==> src/rtl/mc_ctrl_if.sv <==
// Control/status bundle between the multicycle sequencer and the MIPS datapath.
// master = sequencer (drives mux selects and strobes), slave = datapath side.
interface mc_ctrl_if;
  logic [31:0] instr;
  logic        mem_ready;
  logic        alu_zero;
  logic        alu_overflow;
  logic [3:0]  alu_ctrl;
  logic        alu_srca_sel;
  logic [1:0]  alu_srcb_sel;
  logic        imm_zext;
  logic        iord;
  logic        mem_read;
  logic        mem_write;
  logic        ir_write;
  logic        pc_write;
  logic [1:0]  pc_src;
  logic        reg_write;
  logic        reg_dst;
  logic        mem_to_reg;
  logic        exc;
  logic [3:0]  state;

  modport master (
    input  instr, mem_ready, alu_zero, alu_overflow,
    output alu_ctrl, alu_srca_sel, alu_srcb_sel, imm_zext, iord, mem_read,
           mem_write, ir_write, pc_write, pc_src, reg_write, reg_dst,
           mem_to_reg, exc, state
  );

  modport slave (
    output instr, mem_ready, alu_zero, alu_overflow,
    input  alu_ctrl, alu_srca_sel, alu_srcb_sel, imm_zext, iord, mem_read,
           mem_write, ir_write, pc_write, pc_src, reg_write, reg_dst,
           mem_to_reg, exc, state
  );
endinterface

==> src/rtl/mc_ctrl.sv <==
// Multicycle MIPS sequencer: Moore controls from state+IR, 3..5 cycles per instruction.
// Memory states stall on mem_ready; a stall of MEM_TIMEOUT cycles diverts to the exception state.
module mc_ctrl #(
  parameter int unsigned MEM_TIMEOUT = 15
) (
  input logic       clk,
  input logic       rst_n,
  mc_ctrl_if.master bus
);

  typedef enum logic [3:0] {
    S_FETCH   = 4'd0,
    S_DECODE  = 4'd1,
    S_EXEC    = 4'd2,
    S_WB_ALU  = 4'd3,
    S_MEM_RD  = 4'd4,
    S_WB_MEM  = 4'd5,
    S_MEM_WR  = 4'd6,
    S_BR_CMP  = 4'd7,
    S_BR_TGT  = 4'd8,
    S_BR_TAKE = 4'd9,
    S_JUMP    = 4'd10,
    S_EXC     = 4'd11
  } state_t;

  typedef enum logic [2:0] {
    K_ILL, K_ALU, K_LW, K_SW, K_BEQ, K_BNE, K_J
  } kind_t;

  typedef struct packed {
    logic [3:0] state;
    logic [3:0] alu_ctrl;
    logic       alu_srca_sel;
    logic [1:0] alu_srcb_sel;
    logic       imm_zext;
    logic       iord;
    logic       mem_read;
    logic       mem_write;
    logic       ir_write;
    logic       pc_write;
    logic [1:0] pc_src;
    logic       reg_write;
    logic       reg_dst;
    logic       mem_to_reg;
    logic       exc;
  } ctl_t;

  state_t     state, state_n;
  logic [7:0] tmo_cnt;
  logic       eq;
  logic       waiting, tmo_hit;
  logic [5:0] op, funct;
  kind_t      kind;
  logic [3:0] dec_alu;
  logic [1:0] dec_srcb;
  logic       dec_zext, dec_rtype, dec_ovf;
  ctl_t       ctl;
  logic       unused_instr_bits;

  assign op                = bus.instr[31:26];
  assign funct             = bus.instr[5:0];
  assign unused_instr_bits = ^bus.instr[25:6];

  always_comb begin
    kind      = K_ILL;
    dec_alu   = 4'b0000;
    dec_srcb  = 2'd0;
    dec_zext  = 1'b0;
    dec_rtype = 1'b0;
    dec_ovf   = 1'b0;
    case (op)
      6'h00: begin
        kind      = K_ALU;
        dec_rtype = 1'b1;
        case (funct)
          6'h20: begin dec_alu = 4'b0010; dec_ovf = 1'b1; end
          6'h21: dec_alu = 4'b0011;
          6'h22: begin dec_alu = 4'b0100; dec_ovf = 1'b1; end
          6'h23: dec_alu = 4'b0101;
          6'h24: dec_alu = 4'b0000;
          6'h25: dec_alu = 4'b0001;
          6'h26: dec_alu = 4'b1110;
          6'h27: dec_alu = 4'b1111;
          6'h2A: dec_alu = 4'b0110;
          6'h2B: dec_alu = 4'b0111;
          6'h00: dec_alu = 4'b1000;
          6'h02: dec_alu = 4'b1001;
          6'h04: dec_alu = 4'b1010;
          6'h06: dec_alu = 4'b1011;
          default: kind = K_ILL;
        endcase
      end
      6'h08: begin kind = K_ALU; dec_alu = 4'b0010; dec_srcb = 2'd2; dec_ovf = 1'b1; end
      6'h09: begin kind = K_ALU; dec_alu = 4'b0011; dec_srcb = 2'd2; end
      6'h0A: begin kind = K_ALU; dec_alu = 4'b0110; dec_srcb = 2'd2; end
      6'h0B: begin kind = K_ALU; dec_alu = 4'b0111; dec_srcb = 2'd2; end
      6'h0C: begin kind = K_ALU; dec_alu = 4'b0000; dec_srcb = 2'd2; dec_zext = 1'b1; end
      6'h0D: begin kind = K_ALU; dec_alu = 4'b0001; dec_srcb = 2'd2; dec_zext = 1'b1; end
      6'h0E: begin kind = K_ALU; dec_alu = 4'b1110; dec_srcb = 2'd2; dec_zext = 1'b1; end
      6'h0F: begin kind = K_ALU; dec_alu = 4'b1100; dec_srcb = 2'd2; end
      6'h23: begin kind = K_LW;  dec_alu = 4'b0010; dec_srcb = 2'd2; end
      6'h2B: begin kind = K_SW;  dec_alu = 4'b0010; dec_srcb = 2'd2; end
      6'h04: kind = K_BEQ;
      6'h05: kind = K_BNE;
      6'h02: kind = K_J;
      default: kind = K_ILL;
    endcase
  end

  // The stall that would bring the counter up to the limit is the last one allowed.
  assign waiting = (state == S_FETCH) || (state == S_MEM_RD) || (state == S_MEM_WR);
  assign tmo_hit = waiting && !bus.mem_ready &&
                   (({1'b0, tmo_cnt} + 9'd1) == 9'(MEM_TIMEOUT));

  always_ff @(posedge clk) begin
    if (!rst_n) begin
      state   <= S_FETCH;
      tmo_cnt <= 8'd0;
      eq      <= 1'b0;
    end else begin
      state <= state_n;
      if (state_n != state)
        tmo_cnt <= 8'd0;
      else if (waiting && !bus.mem_ready)
        tmo_cnt <= tmo_cnt + 8'd1;
      if (state == S_BR_TGT)
        eq <= bus.alu_zero;
    end
  end

  always_comb begin
    state_n = state;
    ctl     = '0;
    case (state)
      S_FETCH: begin
        ctl.mem_read     = 1'b1;
        ctl.alu_srcb_sel = 2'd1;
        ctl.alu_ctrl     = 4'b0011;
        ctl.ir_write     = bus.mem_ready;
        if (bus.mem_ready) state_n = S_DECODE;
        else if (tmo_hit)  state_n = S_EXC;
      end
      S_DECODE: begin
        ctl.pc_write = 1'b1;
        case (kind)
          K_ALU, K_LW, K_SW: state_n = S_EXEC;
          K_BEQ, K_BNE:      state_n = S_BR_CMP;
          K_J:               state_n = S_JUMP;
          default:           state_n = S_EXC;
        endcase
      end
      S_EXEC: begin
        ctl.alu_srca_sel = 1'b1;
        ctl.alu_srcb_sel = dec_srcb;
        ctl.alu_ctrl     = dec_alu;
        ctl.imm_zext     = dec_zext;
        case (kind)
          K_ALU:   state_n = S_WB_ALU;
          K_LW:    state_n = S_MEM_RD;
          K_SW:    state_n = S_MEM_WR;
          default: state_n = S_FETCH;
        endcase
      end
      S_WB_ALU: begin
        ctl.reg_dst = dec_rtype;
        if (dec_ovf && bus.alu_overflow) begin
          state_n = S_EXC;
        end else begin
          ctl.reg_write = 1'b1;
          state_n       = S_FETCH;
        end
      end
      S_MEM_RD: begin
        ctl.iord     = 1'b1;
        ctl.mem_read = 1'b1;
        if (bus.mem_ready) state_n = S_WB_MEM;
        else if (tmo_hit)  state_n = S_EXC;
      end
      S_WB_MEM: begin
        ctl.reg_write  = 1'b1;
        ctl.mem_to_reg = 1'b1;
        state_n        = S_FETCH;
      end
      S_MEM_WR: begin
        ctl.iord      = 1'b1;
        ctl.mem_write = 1'b1;
        if (bus.mem_ready) state_n = S_FETCH;
        else if (tmo_hit)  state_n = S_EXC;
      end
      S_BR_CMP: begin
        ctl.alu_srca_sel = 1'b1;
        ctl.alu_ctrl     = 4'b0100;
        state_n          = S_BR_TGT;
      end
      S_BR_TGT: begin
        ctl.alu_srcb_sel = 2'd3;
        ctl.alu_ctrl     = 4'b0011;
        state_n          = S_BR_TAKE;
      end
      S_BR_TAKE: begin
        ctl.pc_write = ((kind == K_BEQ) && eq) || ((kind == K_BNE) && !eq);
        state_n      = S_FETCH;
      end
      S_JUMP: begin
        ctl.pc_write = 1'b1;
        ctl.pc_src   = 2'd2;
        state_n      = S_FETCH;
      end
      S_EXC: begin
        ctl.exc      = 1'b1;
        ctl.pc_write = 1'b1;
        ctl.pc_src   = 2'd3;
        state_n      = S_FETCH;
      end
      default: state_n = S_FETCH;
    endcase
    ctl.state = state;
    // Reset silences every strobe in the cycle it is applied, even mid-access.
    if (!rst_n) ctl = '0;
  end

  assign bus.state        = ctl.state;
  assign bus.alu_ctrl     = ctl.alu_ctrl;
  assign bus.alu_srca_sel = ctl.alu_srca_sel;
  assign bus.alu_srcb_sel = ctl.alu_srcb_sel;
  assign bus.imm_zext     = ctl.imm_zext;
  assign bus.iord         = ctl.iord;
  assign bus.mem_read     = ctl.mem_read;
  assign bus.mem_write    = ctl.mem_write;
  assign bus.ir_write     = ctl.ir_write;
  assign bus.pc_write     = ctl.pc_write;
  assign bus.pc_src       = ctl.pc_src;
  assign bus.reg_write    = ctl.reg_write;
  assign bus.reg_dst      = ctl.reg_dst;
  assign bus.mem_to_reg   = ctl.mem_to_reg;
  assign bus.exc          = ctl.exc;

endmodule

==> src/flat_wrapper.sv <==
// flat-port wrapper written by rule: the top's interface ports become plain ports
module mc_ctrl_flat 
#(
  parameter int unsigned MEM_TIMEOUT = 15
)
  (clk, rst_n, bus_instr, bus_mem_ready, bus_alu_zero, bus_alu_overflow, bus_alu_ctrl, bus_alu_srca_sel, bus_alu_srcb_sel, bus_imm_zext, bus_iord, bus_mem_read, bus_mem_write, bus_ir_write, bus_pc_write, bus_pc_src, bus_reg_write, bus_reg_dst, bus_mem_to_reg, bus_exc, bus_state);
  mc_ctrl_if bus_i ();
  input logic clk;
  input logic rst_n;
  input wire logic [$bits(bus_i.instr)-1:0] bus_instr;
  input wire logic [$bits(bus_i.mem_ready)-1:0] bus_mem_ready;
  input wire logic [$bits(bus_i.alu_zero)-1:0] bus_alu_zero;
  input wire logic [$bits(bus_i.alu_overflow)-1:0] bus_alu_overflow;
  output wire logic [$bits(bus_i.alu_ctrl)-1:0] bus_alu_ctrl;
  output wire logic [$bits(bus_i.alu_srca_sel)-1:0] bus_alu_srca_sel;
  output wire logic [$bits(bus_i.alu_srcb_sel)-1:0] bus_alu_srcb_sel;
  output wire logic [$bits(bus_i.imm_zext)-1:0] bus_imm_zext;
  output wire logic [$bits(bus_i.iord)-1:0] bus_iord;
  output wire logic [$bits(bus_i.mem_read)-1:0] bus_mem_read;
  output wire logic [$bits(bus_i.mem_write)-1:0] bus_mem_write;
  output wire logic [$bits(bus_i.ir_write)-1:0] bus_ir_write;
  output wire logic [$bits(bus_i.pc_write)-1:0] bus_pc_write;
  output wire logic [$bits(bus_i.pc_src)-1:0] bus_pc_src;
  output wire logic [$bits(bus_i.reg_write)-1:0] bus_reg_write;
  output wire logic [$bits(bus_i.reg_dst)-1:0] bus_reg_dst;
  output wire logic [$bits(bus_i.mem_to_reg)-1:0] bus_mem_to_reg;
  output wire logic [$bits(bus_i.exc)-1:0] bus_exc;
  output wire logic [$bits(bus_i.state)-1:0] bus_state;
  assign bus_i.instr = bus_instr;
  assign bus_i.mem_ready = bus_mem_ready;
  assign bus_i.alu_zero = bus_alu_zero;
  assign bus_i.alu_overflow = bus_alu_overflow;
  assign bus_alu_ctrl = bus_i.alu_ctrl;
  assign bus_alu_srca_sel = bus_i.alu_srca_sel;
  assign bus_alu_srcb_sel = bus_i.alu_srcb_sel;
  assign bus_imm_zext = bus_i.imm_zext;
  assign bus_iord = bus_i.iord;
  assign bus_mem_read = bus_i.mem_read;
  assign bus_mem_write = bus_i.mem_write;
  assign bus_ir_write = bus_i.ir_write;
  assign bus_pc_write = bus_i.pc_write;
  assign bus_pc_src = bus_i.pc_src;
  assign bus_reg_write = bus_i.reg_write;
  assign bus_reg_dst = bus_i.reg_dst;
  assign bus_mem_to_reg = bus_i.mem_to_reg;
  assign bus_exc = bus_i.exc;
  assign bus_state = bus_i.state;
  mc_ctrl #(.MEM_TIMEOUT(MEM_TIMEOUT)) u_core (.clk(clk), .rst_n(rst_n), .bus(bus_i));
endmodule
==> config.mk <==
export PLATFORM = sky130hd
export DESIGN_NAME = mc_ctrl_flat
export DESIGN_NICKNAME = d
export VERILOG_FILES = /design/src/rtl/mc_ctrl_if.sv /design/src/rtl/mc_ctrl.sv /design/src/flat_wrapper.sv
export SDC_FILE = /design/constraint.sdc
export NUM_CORES = 1
export LEC_CHECK = 0
export CAP_MARGIN = 20
export CORE_MARGIN = 3
export CORE_UTILIZATION = 44
export DETAILED_ROUTE_END_ITERATION = 6
export HOLD_SLACK_MARGIN = 0.02
export PLACE_DENSITY = 0.76
export RECOVER_POWER = 100
export SLEW_MARGIN = 30
export SYNTH_ARGS = -nofsm -noshare
export SYNTH_HDL_FRONTEND = slang
export SYNTH_SLANG_ARGS = --single-unit
==> constraint.sdc <==
create_clock -name clk -period 2.7 [get_ports clk]
set_input_delay 0.405 -clock clk [delete_from_list [all_inputs] [get_ports clk]]
set_output_delay 0.405 -clock clk [all_outputs]
set_load 0.02 [all_outputs]
=== Word-level counts from Yosys, hierarchy flattened ===
Index checks and enable logic that the tools add are counted.

* Register bits: 13
* Output and inout bits: 23
* Word-level logic and storage cells: 111

* $add $sub $neg: 2
* Equality and inequality tests: 45
* Multiplexer cells: 33
* Bitwise operators: 1
* Reduce and logical (&&, ||, !) cells: 27

{| class="wikitable"
|+ Operators by type and width
! cell !! count
|-
| equality test 6 bit, second input constant || 12
|-
| one-hot mux 4 bit (8 select lines) || 2
|-
| one-hot mux 4 bit (13 select lines) || 1
|-
| equality test 6 x 4 -> 1 bit, second input constant || 8
|-
| equality test 6 x 3 -> 1 bit, second input constant || 4
|-
| one-hot mux 4 bit (3 select lines) || 2
|-
| two-way mux 23 bit || 1
|-
| one-hot mux 3 bit (7 select lines) || 1
|-
| two-way mux 4 bit || 5
|-
| equality test 4 x 3 -> 1 bit, second input constant || 4
|-
| equality test 4 bit, second input constant || 4
|-
| two-way mux 1 bit || 14
|-
| OR reduction 14 bit || 1
|-
| OR reduction 2 bit || 7
|-
| equality test 6 x 2 -> 1 bit, second input constant || 2
|-
| zero test 6 bit || 2
|-
| OR reduction 3 bit || 4
|-
| OR reduction 10 bit || 1
|-
| adder 8 x 1 -> 9 bit, second input constant || 1
|-
| equality test 3 bit, second input constant || 3
|-
| equality test 9 x 4 -> 1 bit, second input constant || 1
|-
| one-hot mux 3 bit (3 select lines) || 1
|-
| adder 8 x 1 -> 8 bit, second input constant || 1
|-
| equality test 4 x 2 -> 1 bit, second input constant || 2
|-
| other kinds (14) || 24
|}

=== Longest topological paths before layout ===
* Depth after elaboration: 10
* Mapped depth: 8
* Mapped depth without buffers: 8

=== Worst setup path before layout ===
Ideal clock, no wire load.

* Path kind: input to output
* Start: in bus_instr[28]
* End: out bus_pc_write
* Arrival: 2.160 ns
* Data required time: 2.295 ns
* Setup slack: 0.135 ns
* Stages on the path: 8
* Cell sequence: buf_2 > nor3_1 > nand2_1 > o21a_1 > xor2_1 > o21ai_0 > a21oi_1 > nor4_1

* Cells in the longest elaborated chain, start to end: 8
* Elaborated cells between the ends (all ways): 23
* Those cells by class: 15 x eq/ne; 3 x mux; 5 x reduce/logical

{| class="wikitable"
|+ Ends and longest elaborated chain
! element !! RTL line !! RTL
|-
| from (decl) || flat_wrapper.sv:10 || <nowiki>input wire logic [$bits(bus_i.instr)-1:0] bus_instr;</nowiki>
|-
| equality test 6 x 4 -> 1 bit || mc_ctrl.sv:71 || <nowiki>case (op)</nowiki>
|-
| OR reduction 8 bit (no source line) || - ||
|-
| one-hot mux 3 bit (7 select lines) (*) || mc_ctrl.sv:71 ||
|-
| equality test 3 bit || mc_ctrl.sv:201 || <nowiki>ctl.pc_write = ((kind == K_BEQ) && eq) || ((kind == K_BNE) && !eq);</nowiki>
|-
| logical AND 1 bit || mc_ctrl.sv:201 ||
|-
| logical OR 1 bit (*) || mc_ctrl.sv:201 ||
|-
| one-hot mux 1 bit (2 select lines) (*) || mc_ctrl.sv:134 || <nowiki>case (state)</nowiki>
|-
| two-way mux 23 bit (*) || mc_ctrl.sv:219 || <nowiki>if (!rst_n) ctl = '0;</nowiki>
|-
| to (decl) || flat_wrapper.sv:22 || <nowiki>output wire logic [$bits(bus_i.pc_write)-1:0] bus_pc_write;</nowiki>
|}

Mark *: on every way between the ends. The rest lies on a longest branch, timed or not.

=== Worst setup path after layout ===
* Start: in rst_n
* End: out bus_exc

* Cells in the longest elaborated chain, start to end: 1

{| class="wikitable"
|+ Ends and longest elaborated chain
! element !! RTL line !! RTL
|-
| from (decl) || flat_wrapper.sv:9 || <nowiki>input logic rst_n;</nowiki>
|-
| two-way mux 23 bit || mc_ctrl.sv:219 ||
|-
| to (decl) || flat_wrapper.sv:27 || <nowiki>output wire logic [$bits(bus_i.exc)-1:0] bus_exc;</nowiki>
|}

Every way passes these cells.

==> run summary <==
The run finished with clean final reports. The clock reaches the later pin of the worst-skew pair after 0.29 ns. The routed wire length was 5.12 mm; the synthesis-to-finish area growth was 49.2%. The minimum period implied by the final worst setup slack works out to 2.64 ns. By area the synthesized netlist is led by dfxtp_1 17%, nor3_1 6.1%, nand2_1 5.5%.

The async set-reset flop share out of synthesis was 0; the number of nets still failing antenna checks after routing was 0. Setup violations remaining at the end of the flow were counted as 0. The count of buffers from port buffering is 39, and the met1 wire length is 2.40 mm. Total grt overflow: 0.

The worst register-to-register path begins at u_core.tmo_cnt[1]. The detailed router finished its first iteration with 154 violations. The tools report the terminating pin of the worst hold path as u_core.eq. Entering global routing, the biggest net connects 15 pins.

The initial core utilization was 0.487. Synthesis produced 226 cells. In this run, post-CTS hold repair placed 0 buffers. In this run the cell area of the synthesized design comes to 1560 µm². The tools report the clock root buffer as clkbuf_4.

Detailed placement finished with a half-perimeter wire length of 4.02 mm. At the worst endpoint, the arrival time is 2.24 ns. The portion of the post-synthesis area used by sequential elements was 0.167; the via count normalized by instance count was 5.63. When the netlist entered floorplanning its net count stood at 265. The first global-routing pass estimated 8.36 mm of wire. The tools report the total length of routed met2 wires as 2.34 mm.

The tools report the number of maximum-capacitance violations as 0. TritonCTS built the clock tree. The tools report the net count of the finished layout as 346. The logs give 4300 µm² for the area of the die and 0.33 ns for the register-to-register path setup slack. The worst setup path is captured at an output pin. The critical path is of the in -> out type. The final hold violation count was 0. The number of antenna violations at the first check in global routing is 0, and the depth of the CTS H-tree is 1.

Fraction of final layout cells with drive strength greater than 1: 0.212. Core occupancy in the finished layout: 0.727. Summed over all cells, the static leakage comes to 0.998 nW.

Die width: 65.6 µm. The maximum clock path buffer count came out at 2. The logs give 0 for the buffers inserted during post-CTS setup optimization and 0 for the number of warning messages in the yosys log.

Worst-path maximum fanout: 8. In the layout the commonest cells are 42 x buf_4, 23 x nand2_1, 22 x nor2_1. After synthesis the netlist holds a flip-flop and latch count of 13.

Clock tree synthesis found a total of 13 sinks. The synthesized design spends more area on one cell type than any other, namely dfxtp_1. The via count of the first global-routing pass was 1,859. In this run, distinct cell masters in the synthesized netlist total 59. The area share of the leading cell type in the synthesized netlist is 0.167. The clock transition at the registers of the reported paths came out at 0.09 ns.

The sum of negative setup slack is 0 ns, and the total met3 wirelength after detailed routing is 307 µm. The die is 65.6 µm tall. The measured slew at the worst slew-check pin is 0.461 ns, and the length of the first detailed-routing pass in iterations is 4.

Power spread over the standard cell area amounts to 417 nW/µm². The worst register-to-register path has a depth of 9. Dividing the detail-routed wire length by the instance count gives 14.6 µm.

The mean area per synthesized cell was 6.90 µm². The total CTS buffers came out at 3. The tightest min-delay check is of the reg -> reg type.

The number of synthesized flops with an enable pin is 0. In this run the most critical hold path is launched from u_core.eq. Routability-driven placement finished with a final weighted congestion of 0.894. Setup repair after global routing could not meet its margin everywhere. The share of the clock period used by the worst path after layout came out at 0.979. The worst register-to-register path ends at u_core.tmo_cnt[0].

The tools report the final worst clock skew as 0.00255 ns. The count of final max-slew check failures is 0. Static timing analysis puts the maximum clock frequency at 0.378 GHz. Largest vdd supply drop: 0.295 mV. The worst hold path stage count is 2. Among all flip-flop cells after synthesis, the most frequent one is dfxtp_1. The floorplan step defined a core boundary enclosing 3200 µm².

For this design the top-level I/O count stands at 60. Number of antenna cells inserted: 0. The library cell used most frequently in the layout, excluding fill and tap cells, is buf_4. STA classifies the critical path startpoint as an input port. For the worst setup path, the data required time is 2.30 ns. The floorplan has 20 rows.

The headroom to the max-slew limit is 0.692. The overall global routing resource usage came out at 0.244. In the routed design, unresolved DRC markers number 0. Signal routing reaches up to met4. The routed layout has 1,972 vias.
==> flip-flops by register name, indices dropped and copies added (netlist names) <==
register	count
u_core.tmo_cnt	8
u_core.state	4
u_core.eq	1
==> critical path, stage by stage <==
cell	delay [ns]
dlygate4sd3_1	0.55
buf_4	0.17
and2_0	0.16
clkbuf_1	0.18
and3_1	0.18
clkdlybuf4s50_1	0.60
==> cell usage after synthesis (all sizes together), types with 2 or more instances <==
cell type,count
nand4,3
and3,5
o21a,4
clkbuf,8
and2,8
dfxtp,13
and4,2
nor2b,5
a31oi,5
nand3b,2
a22o,2
ha,2
a32oi,2
xnor2,8
o211ai,2
inv,8
a21o,3
buf,4
o22ai,3
nand2b,5
o2111ai,2
nor2,24
a21oi,11
nor4,6
nor3,19
o21ai,7
or3,2
nand3,13
xor2,5
nand2,23
a211oi,2
==> per-stage QoR <==
step	instance area (µm²)	power, mW	hold slack (ns)	worst slack [ns]	instances
finish	2330	0.972	0.565	0.0566	350
floorplan	1560	0.616	0.503	0.135	226
global route	2330	1.04	0.575	-0.0492	350
detailed placement	2320	0.873	0.551	-0.519	346
CTS	2320	0.991	0.565	-0.0566	350
global placement	2320	0.865	0.529	-0.510	346
==> power breakdown <==
part | switching (mW) | internal (mW)
registers | 0.0306 | 0.210
logic | 0.342 | 0.260
clock network | 0.0738 | 0.0552
total | 0.446 | 0.525
==> cells by family (layout without fill, tap and decap cells) <==
family                     after synthesis  after routing  synth area share
AOI/OAI and AO/OA                       54             54             0.252
xor gates and xnor gates                13             13            0.0730
adders and majority gates                2              2            0.0160
buffers and inverters                   20            100            0.0553
DFF                                     13             13             0.167
muxes                                    2              2            0.0136
and+or+nand+nor                        122            122             0.423
==> layer usage <==
layer,global-route usage,vias up
met4,0.0699,0
met5,0,-
met3,0.0462,11
met1,0.324,913
met2,0.401,60
li1,-,988
==> area by class of cell <==
cell class	instances	area, µm²
multi-input cells	193	1230
fillers	292	875
repair buffers	88	724
flip-flops and latches	13	260
well taps	44	55.1
inverters	8	30.0
clock buffers	3	22.5
clock inverters	1	5.00
==> worst max-delay path by stage <==
stage / slack (ns) / to / cells after the start / from
finish: 0.06 / bus_exc / 6 / rst_n
detailed placement: -0.52 / bus_pc_write / 9 / bus_instr[31]
CTS: -0.06 / bus_pc_write / 10 / bus_instr[29]
global placement: -0.51 / bus_pc_write / 9 / bus_instr[31]
global route: -0.05 / bus_pc_write / 9 / bus_instr[4]
floorplan: 0.13 / bus_pc_write / 8 / bus_instr[28]
==> repair_timing <==
item	CTS	global route
gates resized for setup	23	13
pin swaps	0	1
endpoints found under the setup margin	9	6
cloned	0	0
Power figures use the tool's default switching activity.
